## config.mk

```make
export PLATFORM = sky130hd
export DESIGN_NAME = idle_timer_bank
export DESIGN_NICKNAME = d
export VERILOG_FILES = /design/src/rtl/idle_timer_bank.sv
export SDC_FILE = /design/constraint.sdc
export NUM_CORES = 1
export LEC_CHECK = 0
export BUFFER_PORTS_ARGS = -buffer_cell sky130_fd_sc_hd__buf_2
export CAP_MARGIN = 5
export CORE_MARGIN = 8
export CORE_UTILIZATION = 55
export CTS_CLUSTER_DIAMETER = 80
export DETAILED_ROUTE_END_ITERATION = 7
export PLACE_DENSITY = 0.7
export SLEW_MARGIN = 30
export SYNTH_ARGS = -nofsm -noshare
export SYNTH_HDL_FRONTEND = slang
export SYNTH_SLANG_ARGS = --single-unit
```

## constraint.sdc

```tcl
create_clock -name clk -period 5.7 [get_ports clk]
set_input_delay 0.57 -clock clk [delete_from_list [all_inputs] [get_ports clk]]
set_output_delay 0.57 -clock clk [all_outputs]
set_load 0.01 [all_outputs]
```

## src/rtl/idle_timer_bank.sv

```systemverilog
// idle_timer_bank: a bank of NUM_CH independent idle timers. Each channel
// counts cycles without activity while its session is active (start high)
// and latches a sticky expiry flag when the count reaches the timeout that
// was sampled when the session began. A kick pulse restarts the count.
// Optional feature macro: IDLE_TIMER_WARN_EN enables the registered
// pre-expiry warning outputs; without it, warn is tied low.
module idle_timer_bank #(
    parameter int unsigned NUM_CH   = 4,
    parameter int unsigned CNT_W    = 32,
    parameter int unsigned WARN_CYC = 3
) (
    input  logic              clk,
    input  logic              rst,
    input  logic [NUM_CH-1:0] start,
    input  logic [NUM_CH-1:0] kick,
    input  logic [CNT_W-1:0]  timeout,
    output logic [NUM_CH-1:0] time_up,
    output logic [NUM_CH-1:0] warn,
    output logic              any_time_up
);

    typedef enum logic [1:0] {
        S_IDLE,
        S_RUN,
        S_EXPIRED
    } state_t;

    state_t            state_q [NUM_CH];
    state_t            state_d [NUM_CH];
    logic [CNT_W-1:0]  cnt_q   [NUM_CH];
    logic [CNT_W-1:0]  cnt_d   [NUM_CH];
    logic [CNT_W-1:0]  lim_q   [NUM_CH];
    logic [CNT_W-1:0]  lim_d   [NUM_CH];
    logic [NUM_CH-1:0] time_up_d;

    // Per-channel next state: start low dominates, kick beats expiry.
    always_comb begin
        for (int unsigned i = 0; i < NUM_CH; i++) begin
            state_d[i] = state_q[i];
            cnt_d[i]   = cnt_q[i];
            lim_d[i]   = lim_q[i];
            if (!start[i]) begin
                state_d[i] = S_IDLE;
                cnt_d[i]   = '0;
            end else begin
                case (state_q[i])
                    S_IDLE: begin
                        state_d[i] = S_RUN;
                        cnt_d[i]   = CNT_W'(1);
                        lim_d[i]   = (timeout == '0) ? CNT_W'(1) : timeout;
                    end
                    S_RUN: begin
                        if (kick[i]) begin
                            cnt_d[i] = CNT_W'(1);
                        end else if (cnt_q[i] == lim_q[i]) begin
                            state_d[i] = S_EXPIRED;
                        end else begin
                            cnt_d[i] = cnt_q[i] + CNT_W'(1);
                        end
                    end
                    default: begin
                        state_d[i] = state_q[i];
                    end
                endcase
            end
            time_up_d[i] = (state_d[i] == S_EXPIRED);
        end
    end

    // Channel state, counters, limits and the registered expiry flags.
    always_ff @(posedge clk or negedge rst) begin
        if (!rst) begin
            for (int unsigned i = 0; i < NUM_CH; i++) begin
                state_q[i] <= S_IDLE;
                cnt_q[i]   <= '0;
                lim_q[i]   <= '0;
            end
            time_up     <= '0;
            any_time_up <= 1'b0;
        end else begin
            for (int unsigned i = 0; i < NUM_CH; i++) begin
                state_q[i] <= state_d[i];
                cnt_q[i]   <= cnt_d[i];
                lim_q[i]   <= lim_d[i];
            end
            time_up     <= time_up_d;
            any_time_up <= |time_up_d;
        end
    end

`ifdef IDLE_TIMER_WARN_EN
    // WARN_CYC clamped to the counter range so the threshold saturates at 0.
    localparam logic [63:0]      CNT_MAX = (64'd1 << CNT_W) - 64'd1;
    localparam logic [CNT_W-1:0] WARN_C  = (64'(WARN_CYC) > CNT_MAX) ? '1 : CNT_W'(WARN_CYC);

    logic [CNT_W-1:0]  warn_thr [NUM_CH];
    logic [NUM_CH-1:0] warn_d;

    // Warning condition evaluated on next-state values so warn is registered.
    always_comb begin
        for (int unsigned i = 0; i < NUM_CH; i++) begin
            warn_thr[i] = (lim_d[i] > WARN_C) ? (lim_d[i] - WARN_C) : '0;
            warn_d[i]   = (state_d[i] == S_RUN) && (cnt_d[i] >= warn_thr[i]);
        end
    end

    // Warning flag register.
    always_ff @(posedge clk or negedge rst) begin
        if (!rst) begin
            warn <= '0;
        end else begin
            warn <= warn_d;
        end
    end
`else
    assign warn = '0;
`endif

endmodule
```

==> results of run 1 <==
==> kinds of logic after synthesis <==
family / after synthesis / share of synthesized area
AO/OA/AOI/OAI: 272 / 0.1218
XOR/XNOR: 128 / 0.07644
adder cells (fa/ha/maj): 4 / 0.003413
buffers and inverters: 112 / 0.03353
flip-flops: 269 / 0.4590
multiplexers: 128 / 0.09794
other: 1 / 0.0002557
AND/OR/NAND/NOR: 547 / 0.2076
==> power by group <==
part           internal (uW)  leakage [uW]  switching, uW  total [uW]
clock network           1250      0.000517            802        2050
registers               2050       0.00345            117        2170
logic                    233       0.00227            249         482
==> sequential cells by signal (all words and copies together) (netlist names) <==
| register | count |
|---|---|
| lim_q | 128 |
| time_up | 4 |
| any_time_up | 1 |
| cnt_q | 128 |
| state_q | 8 |
==> critical path, cell delays in order (launching register included) <==
cell                       delay, ps
sky130_fd_sc_hd__dfrtp_1         440
sky130_fd_sc_hd__xnor2_1         190
sky130_fd_sc_hd__nand4_1         140
sky130_fd_sc_hd__nor4_1          610
sky130_fd_sc_hd__nand2_1         650
sky130_fd_sc_hd__buf_4           410
sky130_fd_sc_hd__o21bai_1        310
sky130_fd_sc_hd__o21ai_0         160
sky130_fd_sc_hd__a21oi_1         180
==> cell usage after synthesis, types with 24 or more instances <==
master / n
sky130_fd_sc_hd__o21ai_0: 48
sky130_fd_sc_hd__o211ai_1: 36
sky130_fd_sc_hd__clkbuf_1: 54
sky130_fd_sc_hd__xnor2_1: 110
sky130_fd_sc_hd__nand4_1: 79
sky130_fd_sc_hd__nand3_1: 75
sky130_fd_sc_hd__nor2_1: 68
sky130_fd_sc_hd__or4_1: 42
sky130_fd_sc_hd__a31oi_1: 40
sky130_fd_sc_hd__mux2_2: 124
sky130_fd_sc_hd__nor4_1: 24
sky130_fd_sc_hd__a21oi_1: 63
sky130_fd_sc_hd__nand2_1: 130
sky130_fd_sc_hd__dfrtp_1: 269
sky130_fd_sc_hd__and3_1: 25
==> routing by layer <==
| layer | share of wire | GRT usage | wire length [um] | vias up |
|---|---|---|---|---|
| met5 | 0 | 0 | 0 | - |
| met4 | 0.037 | 0.09649 | 1515 | 0 |
| met3 | 0.074 | 0.03875 | 3071 | 113 |
| met2 | 0.44 | 0.3924 | 18340 | 503 |
| met1 | 0.45 | 0.3729 | 18410 | 5980 |
| li1 | - | - | - | 5480 |
==> layout make-up <==
class                   count  area [um2]  share of cell area
clock buffers              43       880.8             0.05457
well taps                 335       419.2             0.02596
clock inverters            13       173.9             0.01077
flip-flops and latches    269        6731              0.4170
inverters                  21       78.83            0.004883
multi-input cells        1083        7476              0.4631
diodes                      1       2.502           0.0001550
repair buffers             60       380.4             0.02356
==> what timing repair did <==
| item | CTS | global route |
|---|---|---|
| endpoints found under the setup margin | 0 | 0 |
| endpoints found under the hold margin | 55 | 0 |
| hold buffers | 1 | 0 |
| resized for setup | 0 | 0 |
==> through the flow <==
step	hold WS [ps]	power, uW	setup WS [ps]	cells	instance area (um2)
floorplan	274.4	2482	3492	1464	14680
global placement	498.0	2662	2490	1766	15050
detailed placement	508.0	2676	2634	1767	15080
CTS	312.4	4721	2548	1824	16140
global route	328.2	4862	2310	1824	16140
finish	329.8	4701	2489	1825	16140
==> final timing paths <==
path / cells past startpoint / start / to / slack (ps)
min in group asynchronous: 2 / rst / cnt_q[43] / 550
setup / recovery: 8 / cnt_q[91] / cnt_q[84] / 2490
hold / removal: 2 / start[0] / cnt_q[111] / 330
hold reg to reg: 1 / cnt_q[27] / cnt_q[27] / 520
setup reg to reg: 8 / cnt_q[91] / cnt_q[84] / 2490
max in group asynchronous: 4 / rst / lim_q[6] / 3620
==> reports/results.txt, run 1 <==
CTS Sinks: 269
peak supply drop: 0.2304 mV
dominant cells by area after synthesis: sky130_fd_sc_hd__dfrtp_1 46%, sky130_fd_sc_hd__mux2_2 9.5%, sky130_fd_sc_hd__xnor2_1 6.6%, sky130_fd_sc_hd__nand4_1 3.4%, sky130_fd_sc_hd__nand2_1 3.3%
leakage component of the power: 0.006233 uW
site row count: 59
fillcell total: 2142
number of synthesized flops with an enable pin: 0
clock period minus worst slack: 3211 ps
Via density: 6.617
global-route wire length before repair: 65780 um
post-route clock skew: 16.92 ps
Final period util: 0.5634
number of levels in the clock H-tree: 1
Post-synth ARST share: 1.000
vias: 12080
horizontal die dimension: 179.3 um
total wirelength of the detailed-routed design: 41330 um
fin nets: 1511
Longest Clk Path Bufs: 3
effective utilization at floorplan: 0.5612
cell type with the largest total area after synthesis: sky130_fd_sc_hd__dfrtp_1
Final Max Tran Viols: 0
final core utilization: 0.6177
Post-Route Setup TNS: 0 ps
signed area change from the synthesized netlist to the final layout: 10.07%
power density over the cells: 291.2 mW/mm2
startpoint type of the worst setup path: flip-flop
number of storage elements in the synthesis netlist: 269
crit path max fanout: 24
synthesized instance count: 1461
Slew Limit Headroom: 0.3870
Syn. warnings: 0
Unique masters post-synth: 85
violation count after the first detailed-route iteration: 1448
Root Driver: sky130_fd_sc_hd__clkbuf_16
Overflow after GRT: 0
RSZ-0062 raised after global routing: no
status: finished, final reports clean
most used flip-flop cell after synthesis: sky130_fd_sc_hd__dfrtp_1
estimated wirelength of the detail-placed design: 28220 um
area of the core: 0.02613 mm2
mean area per synthesized cell: 10.04 um2
die footprint: 0.03215 mm2
Post-CTS Setup Inserts: 0
max-cap violation count: 0
sequential share of the synthesized area: 0.4590
type of the worst setup path: reg2reg
maximum number of pins on one net before global-route repair: 88
most frequent standard cell in the layout excluding fill and tap cells: sky130_fd_sc_hd__dfrtp_1
area share of the largest cell type after synthesis: 0.4590
Slew @ Worst Pin: 919.5 ps
count of buffers from port buffering: 46
highest clock frequency the design can meet: 0.3114 GHz
Critical Path RT: 6150 ps
top-level port count: 51
arrival time of the worst setup path: 3670 ps
vias in the first global route: 11480
wire length per cell after detailed routing: 22.65 um
number of detailed-route iterations in the first pass: 6
vertical die dimension: 179.3 um
count of final setup violators: 0
worst hold path class: in2reg
antenna violations before repair: 1
Antenna Violating Nets Remaining: 0
CTS tree: built
number of endpoints with negative hold slack in the final report: 0
GP Congestion: 0.9261
insertion delay to the later sink of the worst-skew pair: 570 ps
most frequent cells in the layout: 269 x sky130_fd_sc_hd__dfrtp_1, 130 x sky130_fd_sc_hd__nand2_1, 124 x sky130_fd_sc_hd__mux2_2, 110 x sky130_fd_sc_hd__xnor2_1, 79 x sky130_fd_sc_hd__nand4_1
type of destination of the critical path: flip-flop
cts bufs inserted: 30
overall routing resource usage: 0.2594
fraction of final layout cells with drive strength greater than 1: 0.1786
post-synth design cell area: 0.01467 mm2
remaining design rule violation count: 0
clock-pin slew of the registers on the worst-case setup and hold paths: 60 ps
(Power assumes the default switching activity.)
==> run 2, diff against run 1 <==
Clock period 5.7 ns to 3.1 ns, I/O delays scaled along.
==> reports/results.txt, run 2 (same netlist as run 1, synthesis figures left out) <==
cell total after placement: 1794
effective utilization at floorplan: 0.5612
vias: 12190
final setup slack of the worst path: 379.2 ps
clock share of power: 0.406
clock period minus worst slack: 2721 ps
die footprint: 0.03215 mm2
most frequent standard cell in the layout excluding fill and tap cells: sky130_fd_sc_hd__dfrtp_1
worst-case register-to-register setup slack: 380 ps
peak supply drop: 0.3958 mV
Critical Path RT: 3560 ps
arrival time of the worst setup path: 3180 ps
CTS Sinks: 269
Overflow after GRT: 0
maximum number of pins on one net before global-route repair: 80
wire length per cell after detailed routing: 22.11 um
part of the power in combinational logic: 0.109
sw frac: 0.2519
insertion delay to the later sink of the worst-skew pair: 550 ps
fraction of final layout cells with drive strength greater than 1: 0.1897
Min-Delay Endpoint: cnt_q[111]
overall routing resource usage: 0.2582
Hold Crit Start: start[0]
type of destination of the critical path: flip-flop
estimated wirelength of the detail-placed design: 28190 um
violation count after the first detailed-route iteration: 1296
hold depth: 2
highest clock frequency the design can meet: 0.3675 GHz
total wirelength of the detailed-routed design: 40750 um
Slew @ Worst Pin: 767.5 ps
vias in the first global route: 11640
clock-pin slew of the registers on the worst-case setup and hold paths: 60 ps
Post-CTS Setup Inserts: 0
Final Max Tran Viols: 0
power density over the cells: 507.5 mW/mm2
Root Driver: sky130_fd_sc_hd__clkbuf_16
origin of the critical flop-to-flop path: cnt_q[66]
top-level port count: 51
crit path max fanout: 14
RSZ-0062 raised after global routing: no
fin nets: 1537
number of endpoints with negative hold slack in the final report: 0
number of detailed-route iterations in the first pass: 5
area of the core: 0.02613 mm2
Final period util: 0.8777
WL met1: 18090 um
startpoint type of the worst setup path: flip-flop
leakage component of the power: 0.006302 uW
post-route clock skew: 14.68 ps
cells on worst reg2reg path: 9
status: finished, final reports clean
routed wire length on met2: 18680 um
max-cap violation count: 0
fraction of power consumed by sequential logic: 0.485
Slew Limit Headroom: 0.4864
Longest Clk Path Bufs: 3
site row count: 59
type of the worst setup path: reg2reg
Post-Route Setup TNS: 0 ps
signed area change from the synthesized netlist to the final layout: 10.33%
Regs by FF count: cnt_q: 128 flops, lim_q: 128 flops, state_q: 8 flops
count of buffers from port buffering: 46
non-filler cells, final: 1843
vertical die dimension: 179.3 um
remaining design rule violation count: 0
horizontal die dimension: 179.3 um
count of final setup violators: 0
net load switching power: 2069 uW
most frequent cells in the layout: 269 x sky130_fd_sc_hd__dfrtp_1, 130 x sky130_fd_sc_hd__nand2_1, 124 x sky130_fd_sc_hd__mux2_2, 110 x sky130_fd_sc_hd__xnor2_1, 79 x sky130_fd_sc_hd__nand4_1
worst hold path class: in2reg
global-route wire length before repair: 65360 um
antenna violations before repair: 1
Antenna Violating Nets Remaining: 0
pre-CTS setup slack: 429.1 ps
number of diodes: 0
Via density: 6.612
top metal layer carrying routed signals: met5
WHS: 92.93 ps
number of levels in the clock H-tree: 1
GP Congestion: 0.9085
Int Pwr: 6144 uW
cts bufs inserted: 29
terminus of the critical flop-to-flop path: cnt_q[71]
CTS tree: built
detailed-routed wire length on met3: 2690 um
-- run 2: cell count changes in the layout (fill, tap and decap cells not counted), sizes merged --
| cell | previous run | this run |
|---|---|---|
| diode | 1 | 0 |
| bufinv | 4 | 1 |
| clkinvlp | 2 | 0 |
| clkbuf | 43 | 40 |
| buf | 59 | 86 |
-- run 2: per-layer routing --
metal | vias to the layer above | track usage
li1 | 5512 | -
met1 | 6062 | 0.3727
met2 | 512 | 0.4015
met3 | 98 | 0.03033
met4 | 2 | 0.08226
met5 | - | 0
-- run 2: worst max path at each step --
stage / start / to / slack, ps / cells after the start
after global placement: cnt_q[74] / cnt_q[71] / 460 / 9
after CTS: cnt_q[64] / cnt_q[71] / 420 / 9
after floorplan: cnt_q[50] / cnt_q[43] / 890 / 9
after detailed placement: cnt_q[74] / cnt_q[71] / 430 / 9
after global routing: cnt_q[64] / cnt_q[71] / 50 / 9
final: cnt_q[66] / cnt_q[71] / 380 / 9
-- run 2: what timing repair did --
item,CTS,global route
hold buffers,1,0
resized for setup,0,0
hold endpoints to repair,75,0
-- run 2: cell type report --
cell class                 instances  area (um2)
fill                            2181        9951
multi-input combinational       1083        7475
sequential                       269        6731
clock buffer                      40       837.1
timing repair buffer              87       575.6
tap                              335       419.2
inverter                          21       78.83
clock inverter                     8       65.06
-- run 2: critical path, stage by stage (launching register included) --
cell,delay [ps]
sky130_fd_sc_hd__dfrtp_1,430
sky130_fd_sc_hd__xnor2_1,260
sky130_fd_sc_hd__nand4_1,200
sky130_fd_sc_hd__nor4_1,470
sky130_fd_sc_hd__nand2_1,360
sky130_fd_sc_hd__buf_4,300
sky130_fd_sc_hd__buf_4,170
sky130_fd_sc_hd__and2_1,170
sky130_fd_sc_hd__nand4b_1,180
sky130_fd_sc_hd__o211ai_1,100
-- run 2: power by group through the flow --
| stage | Clock, uW | Combinational, uW | Sequential [uW] |
|---|---|---|---|
| floorplan | 0 | 596 | 3970 |
| global placement | 0 | 866 | 4030 |
| detailed placement | 0 | 891 | 4040 |
| CTS | 3390 | 896 | 3980 |
| global route | 3510 | 975 | 4010 |
| finish | 3330 | 895 | 3980 |
-- run 2: through the flow --
step	power (uW)	instance area [um2]	util
2_1_floorplan	4564	14680	-
3_3_place_gp	4900	15270	0.5843
3_5_place_dp	4934	15270	0.5843
4_1_cts	8268	16180	0.6192
5_1_grt	8495	16180	0.6192
6_report	8212	16180	0.6192
